[src/rtl/uart_avalon_host_if.sv]
// Avalon-MM bus between the UART host (master) and the UART register slave.
interface uart_avalon_host_if;
  logic [1:0]  address;
  logic        chipselect;
  logic        read;
  logic        write;
  logic [31:0] writedata;
  logic [31:0] readdata;

  modport master (output address, chipselect, read, write, writedata, input readdata);
  modport slave  (input address, chipselect, read, write, writedata, output readdata);
endinterface

[src/rtl/uart_avalon_host.sv]
// Avalon-MM master that polls the UART slave status register, pushes stream
// bytes into its TX FIFO and drains received bytes onto an rx stream.
module uart_avalon_host #(
  parameter int P        = 0,
  parameter int POLL_GAP = 16
) (
  input  logic                 clk,
  input  logic                 reset,
  uart_avalon_host_if.master   bus,
  input  logic [7:0]           tx_data,
  input  logic                 tx_valid,
  output logic                 tx_ready,
  output logic [7+P:0]         rx_data,
  output logic                 rx_valid,
  output logic                 busy
);
  localparam int CW = (POLL_GAP > 1) ? $clog2(POLL_GAP) : 1;
  localparam logic [CW-1:0] LAST = CW'(POLL_GAP - 1);

  localparam logic [1:0] A_TX = 2'd0, A_RX = 2'd1, A_ST = 2'd2, A_CTL = 2'd3;

  typedef enum logic [3:0] {
    IDLE, ST_RD, ST_WAIT, DECIDE,
    RX_RD, RX_WAIT, RX_P1, RX_P0,
    TX_WR, TX_W1, TX_W0, TX_S1, TX_S0
  } state_t;

  state_t        state;
  logic [CW-1:0] cnt;
  logic          hold;       // tx was blocked by full_tx: ignore tx_valid until next timed poll
  logic          full_tx;
  logic          empty_rx;
  logic [1:0]    address;
  logic          chipselect, read, write;
  logic [31:0]   writedata;

  assign bus.address    = address;
  assign bus.chipselect = chipselect;
  assign bus.read       = read;
  assign bus.write      = write;
  assign bus.writedata  = writedata;
  assign busy           = (state != IDLE);

  // Upper readdata bits carry nothing this master needs.
  logic unused_rd;
  assign unused_rd = ^bus.readdata[31:8+P];

  // Control FSM; every bus output is registered and set on entry to the state
  // that owns the strobe, so strobes last exactly one cycle.
  always_ff @(posedge clk) begin
    if (reset) begin
      state      <= IDLE;
      cnt        <= '0;
      hold       <= 1'b0;
      full_tx    <= 1'b0;
      empty_rx   <= 1'b0;
      address    <= '0;
      chipselect <= 1'b0;
      read       <= 1'b0;
      write      <= 1'b0;
      writedata  <= '0;
      tx_ready   <= 1'b0;
      rx_valid   <= 1'b0;
      rx_data    <= '0;
    end else begin
      address    <= '0;
      chipselect <= 1'b0;
      read       <= 1'b0;
      write      <= 1'b0;
      writedata  <= '0;
      tx_ready   <= 1'b0;
      rx_valid   <= 1'b0;
      case (state)
        IDLE: begin
          if ((tx_valid && !hold) || cnt == LAST) begin
            state      <= ST_RD;
            cnt        <= '0;
            hold       <= 1'b0;
            read       <= 1'b1;
            chipselect <= 1'b1;
            address    <= A_ST;
          end else begin
            cnt <= cnt + 1'b1;
          end
        end
        ST_RD:   state <= ST_WAIT;
        ST_WAIT: begin
          full_tx  <= bus.readdata[0];
          empty_rx <= bus.readdata[3];
          state    <= DECIDE;
        end
        DECIDE: begin
          if (!empty_rx) begin
            state      <= RX_RD;
            read       <= 1'b1;
            chipselect <= 1'b1;
            address    <= A_RX;
          end else if (tx_valid && !full_tx) begin
            state      <= TX_WR;
            write      <= 1'b1;
            chipselect <= 1'b1;
            address    <= A_TX;
            writedata  <= {24'b0, tx_data};
            tx_ready   <= 1'b1;
          end else begin
            state <= IDLE;
            hold  <= tx_valid;
          end
        end
        RX_RD:   state <= RX_WAIT;
        RX_WAIT: begin
          // head byte is captured before the rd pulse pops it
          rx_data    <= bus.readdata[7+P:0];
          rx_valid   <= 1'b1;
          state      <= RX_P1;
          write      <= 1'b1;
          chipselect <= 1'b1;
          address    <= A_CTL;
          writedata  <= 32'h4;
        end
        RX_P1: begin
          state      <= RX_P0;
          write      <= 1'b1;
          chipselect <= 1'b1;
          address    <= A_CTL;
        end
        RX_P0:   state <= IDLE;
        TX_WR: begin
          state      <= TX_W1;
          write      <= 1'b1;
          chipselect <= 1'b1;
          address    <= A_CTL;
          writedata  <= 32'h1;
        end
        TX_W1: begin
          state      <= TX_W0;
          write      <= 1'b1;
          chipselect <= 1'b1;
          address    <= A_CTL;
        end
        TX_W0: begin
          state      <= TX_S1;
          write      <= 1'b1;
          chipselect <= 1'b1;
          address    <= A_CTL;
          writedata  <= 32'h2;
        end
        TX_S1: begin
          state      <= TX_S0;
          write      <= 1'b1;
          chipselect <= 1'b1;
          address    <= A_CTL;
        end
        TX_S0:   state <= IDLE;
        default: state <= IDLE;
      endcase
    end
  end
endmodule

[src/flat_wrapper.sv]
// flat-port wrapper written by rule: the top's interface ports become plain ports
module uart_avalon_host_flat 
#(
  parameter int P        = 0,
  parameter int POLL_GAP = 16
)
  (clk, reset, tx_data, tx_valid, tx_ready, rx_data, rx_valid, busy, bus_address, bus_chipselect, bus_read, bus_write, bus_writedata, bus_readdata);
  uart_avalon_host_if bus_i ();
  input  logic clk;
  input  logic reset;
  input  logic [7:0] tx_data;
  input  logic tx_valid;
  output logic tx_ready;
  output logic [7+P:0] rx_data;
  output logic rx_valid;
  output logic busy;
  output wire logic [$bits(bus_i.address)-1:0] bus_address;
  output wire logic [$bits(bus_i.chipselect)-1:0] bus_chipselect;
  output wire logic [$bits(bus_i.read)-1:0] bus_read;
  output wire logic [$bits(bus_i.write)-1:0] bus_write;
  output wire logic [$bits(bus_i.writedata)-1:0] bus_writedata;
  input wire logic [$bits(bus_i.readdata)-1:0] bus_readdata;
  assign bus_address = bus_i.address;
  assign bus_chipselect = bus_i.chipselect;
  assign bus_read = bus_i.read;
  assign bus_write = bus_i.write;
  assign bus_writedata = bus_i.writedata;
  assign bus_i.readdata = bus_readdata;
  uart_avalon_host #(.P(P), .POLL_GAP(POLL_GAP)) u_core (.clk(clk), .reset(reset), .bus(bus_i), .tx_data(tx_data), .tx_valid(tx_valid), .tx_ready(tx_ready), .rx_data(rx_data), .rx_valid(rx_valid), .busy(busy));
endmodule
[config.mk]
export PLATFORM = sky130hd
export DESIGN_NAME = uart_avalon_host_flat
export DESIGN_NICKNAME = d
export VERILOG_FILES = /design/src/rtl/uart_avalon_host_if.sv /design/src/rtl/uart_avalon_host.sv /design/src/flat_wrapper.sv
export SDC_FILE = /design/constraint.sdc
export NUM_CORES = 1
export LEC_CHECK = 0
export ABC_AREA = 0
export CORE_MARGIN = 2
export CORE_UTILIZATION = 40
export DETAILED_ROUTE_END_ITERATION = 10
export GPL_TIMING_DRIVEN = 0
export PLACE_DENSITY = 0.84
export SLEW_MARGIN = 20
export SYNTH_ARGS = -nofsm -noshare
export SYNTH_HDL_FRONTEND = slang
export SYNTH_SLANG_ARGS = --single-unit
[constraint.sdc]
create_clock -name clk -period 2.95 [get_ports clk]
set_input_delay 0.4425 -clock clk [delete_from_list [all_inputs] [get_ports clk]]
set_output_delay 0.4425 -clock clk [all_outputs]
set_load 0.01 [all_outputs]
==> results.md, run 1 <==
- Cell-internal power: 0.000759 W
- Most frequent cell after synthesis: dfxtp_1
- Final Cycle Share: between 70 and 80%
- Wirelength per Cell: about 11 microns
- Final Hold Vio Count: 0
- Cell Chain, Critical Path: buf_6 -> nor4_4 -> inv_2 -> clkdlybuf4s50_1
- Fillers: about 340
- Hold_ws: around 0.45 ns
- Skew final: roughly 0.004 ns
- Maximum capacitance violations: 0
- Synth Flop Type: dfxtp_1
- Slowest cell on crit path: clkdlybuf4s50_1
- Critical path data required time: ~2.5 ns
- Worst VDD drop: a little under 0.0003 V
- Vias in the first global route: 1172
- Routability cong.: between 0.8 and 0.9
- Die H: around 66 microns
- Final Core Density: between 50% and 60%
- CTS H-tree lvls: 2
- Critical path arrival: ~1.8 ns
- Synth warn: 0
- Ys async rst share: 0%
- Design area: 0.00220 sq mm
- Leakage Power: 0.892 nW
- Flop pwr share: 48.1%
- Crit path time final: 2.22 ns
- N_diodes: 0
- Synth Register Bits: 34
- Initial cell density of the core: 41.9%
- Mapped cell area: between 0.0015 and 0.002 sq mm
- Vias/cell: ~4.4
- Placed cell count: a little under 300
- PostCTS Resize Cnt: 0
- Worst Hold Class: reg -> reg
- Slew Viols, Final: 0
- Final setup viols: 0
- Area contributors post-synth: dfxtp_1 (44%), buf_4 (12%), a21oi_1 (7.4%)
- Crit-path max cell delay: about 0.5 ns
- DP Area: between 0.002 and 0.0025 sq mm
- Area grow syn2layout: 41.0%
- Post-DP HPWL: about 2400 microns
- Die area: approximately 0.0044 sq mm
- Initial antenna violation count: 0
- Cell Count, Final, Fillers Out: roughly 300
- CTS tree: built
- Crit Path Category: reg -> out
- Worst-path maximum fanout: 10
- Sink Count: 34
- Clock Tree Root: clkbuf_8
- First-pass GRT wire length: about 5000 microns
- GR Overflow Total: 0
- Clock group share of total power: 32.4%
- Starting DRT DRC Count: 54
- Worst-margin pin slew: roughly 0.69 ns
- Pwr dens: about 460 mW/mm^2
- Startpoint types: flip-flop
- Sw Pwr: approximately 0.00026 W
- Worst setup EP type: output port
- Most instantiated cells after synthesis: dfxtp_1 (34), buf_4 (25), nand2_1 (24), a21oi_1 (23), nor2_1 (13)
- Detail Route Antenna Nets: 0
- Pre-Repair DR Iteration Count: 4
- Post-CTS Setup Inserts: 0
- CP top delay family: buffers and inverters
- TritonCTS Buffers: 5
- Status: completed
- Max_slew headroom: between 50% and 60%
- Core box area: 0.00372 sq mm
- Io pins: 91
- Post-synth EDFFs: 0
- Max Freq: between 400 and 500 MHz
- Buffers and inverters on the worst path: 3
- Area share of the largest cell type after synthesis: 43.7%
- Clock latency on the worst-skew pair: around 0.28 ns
- Layout cells sized above 1: 17.7%
- # rows: 22
- Final WL: approximately 3200 microns
- Syn Inst Count: roughly 180
- Largest area contributor in the netlist: dfxtp_1
- Switching Fraction: around 25%
- Largest net degree at the start of global routing: 11
- Port-buffer cells: 41
- Drt drc: 0
- Nets: 294
- Max Root-Sink Buffers: 2
- Syn_area_per_cell: 8.70 sq um
- Synth unique cells: 37
- Gr usage total: ~16%
- Clk pin slew, worst setup/hold paths: 0.06 ns
- Hold-fix buffers, CTS: 0
- RSZ-0062 raised after global routing: false
- Post-synthesis sequential area ratio: a little over two fifths
- Reg area: about 680 sq um
- Power share of the combinational group: about a fifth
- Footprint of the multi-input gates: approximately 730 sq um
- Die X: roughly 66 microns
- Fin Setup TNS: 0 ns
- DR vias: ~1300
## layer usage
layer | GRT usage (%) | part of all wire, % | vias to the layer above
met3 | 8.35 | 10 | 5
met5 | 0 | 0 | -
li1 | - | - | 693
met1 | 16.0 | 40 | 570
met2 | 26.1 | 49 | 44
met4 | 6.89 | 1.8 | 0
## area by class of cell
cell class	instances	area share, %
Buffer	33	10.4
Sequential cell	34	31.0
Inverter	2	0.342
Multi-Input combinational cell	133	33.1
Clock buffer	6	3.76
Tap cell	48	2.73
Timing Repair Buffer	41	18.7
## power groups by stage
| stage | Sequential [W] | Clock, W | Combinational [W] |
|---|---|---|---|
| after global placement | 0.000498 | 0 | 0.000195 |
| after floorplan | 0.000500 | 0 | 0.000133 |
| final | 0.000489 | 0.000329 | 0.000199 |
| after global routing | 0.000491 | 0.000361 | 0.000218 |
| after detailed placement | 0.000499 | 0 | 0.000198 |
| after CTS | 0.000489 | 0.000339 | 0.000199 |
## state kept, by name, summed over array words and instances (netlist names)
register and cells:
u_core.cnt 4, u_core.rx_valid 1, u_core.bus.address 2, u_core.hold 1, u_core.tx_ready 1, u_core.bus.writedata 8, u_core.bus.write 1, u_core.bus.read 1
u_core.bus.chipselect 1, u_core.state 4, u_core.rx_data 8, u_core.empty_rx 1, u_core.full_tx 1
## metrics by stage
stage / setup slack (ns) / total power, W
finish: 0.728 / 0.00102
global route: 0.650 / 0.00107
detailed placement: 0.881 / 0.000697
CTS: 0.709 / 0.00103
global placement: 0.901 / 0.000694
floorplan: 1.57 / 0.000633
## cells in the final DEF, fill, tap and decap left out
cell type | netlist | final
clkdlybuf4s50_1 | 0 | 41
dfxtp_1 | 34 | 34
buf_4 | 25 | 25
nand2_1 | 24 | 24
conb_1 | 1 | 24
a21oi_1 | 23 | 23
nor2_1 | 13 | 13
and2_1 | 7 | 7
clkbuf_8 | 0 | 6
clkbuf_1 | 4 | 4
nor4_1 | 4 | 4
nor2b_1 | 4 | 4
buf_2 | 3 | 3
nor4b_1 | 3 | 3
nand2b_1 | 2 | 2
nor3b_2 | 2 | 2
a22oi_1 | 2 | 2
a31oi_1 | 2 | 2
nand3_1 | 2 | 2
o21ai_0 | 2 | 2
a211oi_1 | 2 | 2
mux2i_1 | 2 | 2
nor3_1 | 2 | 2
buf_6 | 1 | 1
nor4_4 | 1 | 1
inv_2 | 1 | 1
or4_4 | 1 | 1
nor2_4 | 1 | 1
xnor2_1 | 1 | 1
xor2_1 | 1 | 1
or2_2 | 1 | 1
or3_1 | 1 | 1
nor4_2 | 1 | 1
inv_1 | 1 | 1
a21bo_2 | 1 | 1
o22a_1 | 1 | 1
o22ai_1 | 1 | 1
o31a_1 | 1 | 1
ha_1 | 1 | 1
## kinds of logic after synthesis
family          synth area share [%]
simple gates                    24.7
compound gates                  12.9
buf+inv                         15.2
flops                           43.7
xor+xnor                        1.12
mux                             1.29
fa+ha+maj                      0.803
other cells                    0.241
## worst paths after layout
kind | startpoint | end | cells after the start | slack [ns]
hold reg to reg | u_core.rx_data[5] | u_core.rx_data[5] | 2 | 0.45
setup reg to reg | u_core.state[2] | u_core.bus.writedata[0] | 4 | 1.36
hold / removal | u_core.rx_data[5] | u_core.rx_data[5] | 2 | 0.45
setup / recovery | u_core.state[1] | busy | 4 | 0.73
## worst register-to-register path, cell delays in order (launching register included)
cell and delay [ns]:
dfxtp_1 0.35, nand2b_1 0.24, nor4_1 0.64, a22oi_1 0.19
nor2_1 0.11
Power figures use the tool's default switching activity.
==> run 2: changes to the inputs <==
- CORE_UTILIZATION: 40 -> 34
- PLACE_DENSITY: 0.84 -> 0.76
- clock period: 2.95 -> 1.85 ns (I/O delays scaled with it)
==> run 2 against run 1 <==
Total power up 89%. Critical endpoint unchanged. Sequential share of layout area decreased by 0.91 points. Clock power up 150%. First-iteration DRC count up 43%. Sequential cell count stayed put. Worst hold slack worse by 0.011 ns.
==> results.md, run 2 (same netlist as run 1, synthesis figures left out) <==
- Initial antenna violation count: 0 (unchanged)
- Post-DP HPWL: 2420 microns (+1.6%)
- Critical path data required time: 1.57 ns (-0.94 ns)
- Die area: 0.00514 sq mm (+17%)
- Skew final: 0.00705 ns (+0.00315 ns)
- Drt drc: 0 (unchanged)
- Slew Viols, Final: 0 (unchanged)
- Crit-path max cell delay: 0.38 ns (-0.12 ns)
- Clock latency on the worst-skew pair: 0.29 ns (about the same)
- DP Area: 0.00212 sq mm (+0.24%)
- Die X: 71.7 microns (+8.0%)
- Final Hold Vio Count: 0 (unchanged)
- Max Freq: slightly below 600 MHz
- Sink Count: 34 (unchanged)
- Cell-internal power: 0.00146 W (+93%)
- Initial cell density of the core: 35.5% (-6.4 points)
- GR Overflow Total: 0 (unchanged)
- RSZ-0062 raised after global routing: false
- Worst Hold Class: in -> reg
- Max_slew headroom: 55.8% (+1.8 points)
- Nets: 295 (+0.34%)
- Worst setup EP type: output port
- Clock group share of total power: 42.7% (+10 points)
- Port-buffer cells: 41 (unchanged)
- Pre-Repair DR Iteration Count: 4 (unchanged)
- Cell Chain, Critical Path: nor4_4 -> inv_2 -> dlygate4sd2_1
- Critical path arrival: 1.44 ns (-0.34 ns)
- Power share of the combinational group: 16.7% (-2.9 points)
- Fin Setup TNS: 0 ns (unchanged)
- Die H: 71.7 microns (+8.0%)
- Wirelength per Cell: 10.8 microns (about the same)
- Core box area: 0.00438 sq mm (+18%)
- CTS H-tree lvls: 2 (unchanged)
- Vias/cell: 4.48 (+1.4%)
- Flop pwr share: 40.6% (-7.5 points)
- Worst-margin pin slew: 0.661 ns (-0.0266 ns)
- Maximum capacitance violations: 0 (unchanged)
- Most common cell after layout, fill and taps aside: clkdlybuf4s50_1
- Final setup viols: 0 (unchanged)
- # rows: 24 (+9.1%)
- Detail Route Antenna Nets: 0 (unchanged)
- Starting DRT DRC Count: 77 (+43%)
- PnR worst setup slack: 0.137 ns (-0.590 ns)
- TritonCTS Buffers: 5 (unchanged)
- Max Root-Sink Buffers: 2 (unchanged)
- N_diodes: 0 (unchanged)
- Clk pin slew, worst setup/hold paths: 0.07 ns (about the same)
- Most frequent cells in the layout: clkdlybuf4s50_1 (40), dfxtp_1 (34), buf_4 (26)
- Routability cong.: 0.875 (+2.0%)
- Clock Tree Root: clkbuf_8
- Io pins: 91 (unchanged)
- Post-Place Setup Slack: -0.122 ns (-1.00 ns)
- Pwr dens: 849 mW/mm^2 (+83%)
- Status: completed
- Worst VDD drop: 0.000423 V (+45%)
- Largest registers: u_core.bus.writedata (8), u_core.rx_data (8)
- Final Cycle Share: approximately 90%
- Crit path time final: roughly 1.7 ns
- CTS tree: built
- Hold_ws: 0.441 ns (-0.0111 ns)
- Slowest cell on crit path: dfxtp_1
- Worst-path maximum fanout: 8 (-2)
- Fillers: 403 (+19%)
- Sw Pwr: 0.000458 W (+77%)
- Startpoint types: flip-flop
- First-pass GRT wire length: 5260 microns (+2.8%)
- Switching Fraction: 23.8% (-1.6 points)
- Gr usage total: 13.0% (-2.6 points)
- Final WL: 3280 microns (+2.3%)
- Layout cells sized above 1: 18.7% (+0.98 points)
- Design area: 0.00226 sq mm (+3.0%)
- Vias in the first global route: 1204 (+2.7%)
- Area grow syn2layout: 45.3%
- Crit Path Category: reg -> out
- DR vias: 1362 (+3.8%)
- Leakage Power: 0.924 nW (+3.6%)
- Largest net degree at the start of global routing: 13 (+2)
-- run 2: power groups by stage --
stage,combinational [W],sequential (W),clock [W]
floorplan,0.000213,0.000797,0
global placement,0.000313,0.000794,0
detailed placement,0.000316,0.000796,0
CTS,0.000320,0.000779,0.000837
global route,0.000355,0.000783,0.000854
finish,0.000321,0.000780,0.000820
-- run 2: worst paths after layout --
kind,start,cells after the start,slack [ns],endpoint
setup / recovery,u_core.state[0],3,0.14,busy
setup reg to reg,u_core.cnt[0],4,0.29,u_core.state[2]
hold / removal,reset,2,0.44,u_core.tx_ready
hold reg to reg,u_core.rx_data[2],2,0.45,u_core.rx_data[2]
-- run 2: through the flow --
| stage | total power, W | std cells | utilization, % |
|---|---|---|---|
| 6_report | 0.00192 | 304 | 51.6 |
| 5_1_grt | 0.00199 | 304 | 51.6 |
| 4_1_cts | 0.00194 | 304 | 51.6 |
| 3_5_place_dp | 0.00111 | 295 | 48.3 |
| 3_3_place_gp | 0.00111 | 295 | 48.3 |
| 2_1_floorplan | 0.00101 | 202 | - |
-- run 2: worst max-delay path: cells and delay by family (launching register included) --
kind / cells / cell delay, ns
and+or+nand+nor: 1 / 0.33
buffers and inverters: 2 / 0.43
DFF: 1 / 0.38
-- run 2: what timing repair did --
item,4_1_cts,5_1_grt
hold buffers,0,0
resized for setup,1,0
setup buffers,1,0
setup endpoints to repair,1,0
-- run 2: routing by layer --
metal / routed length [microns] / global-route usage, % / vias to the layer above
met5: 0 / 0 / -
met4: 42 / 4.40 / 0
met3: 316 / 5.49 / 5
met2: 1540 / 21.0 / 55
met1: 1380 / 15.6 / 599
li1: - / - / 703
-- run 2: layout make-up --
| type | count | area (sq um) | area share (%) |
|---|---|---|---|
| multi-input cells | 133 | 727 | 32.1 |
| flip-flops and latches | 34 | 681 | 30.1 |
| repair buffers | 42 | 417 | 18.4 |
| plain buffers | 33 | 229 | 10.1 |
| clock buffers | 5 | 68.8 | 3.04 |
| clock inverters | 3 | 68.8 | 3.04 |
| well taps | 52 | 65.1 | 2.87 |
| inverters | 2 | 7.51 | 0.332 |
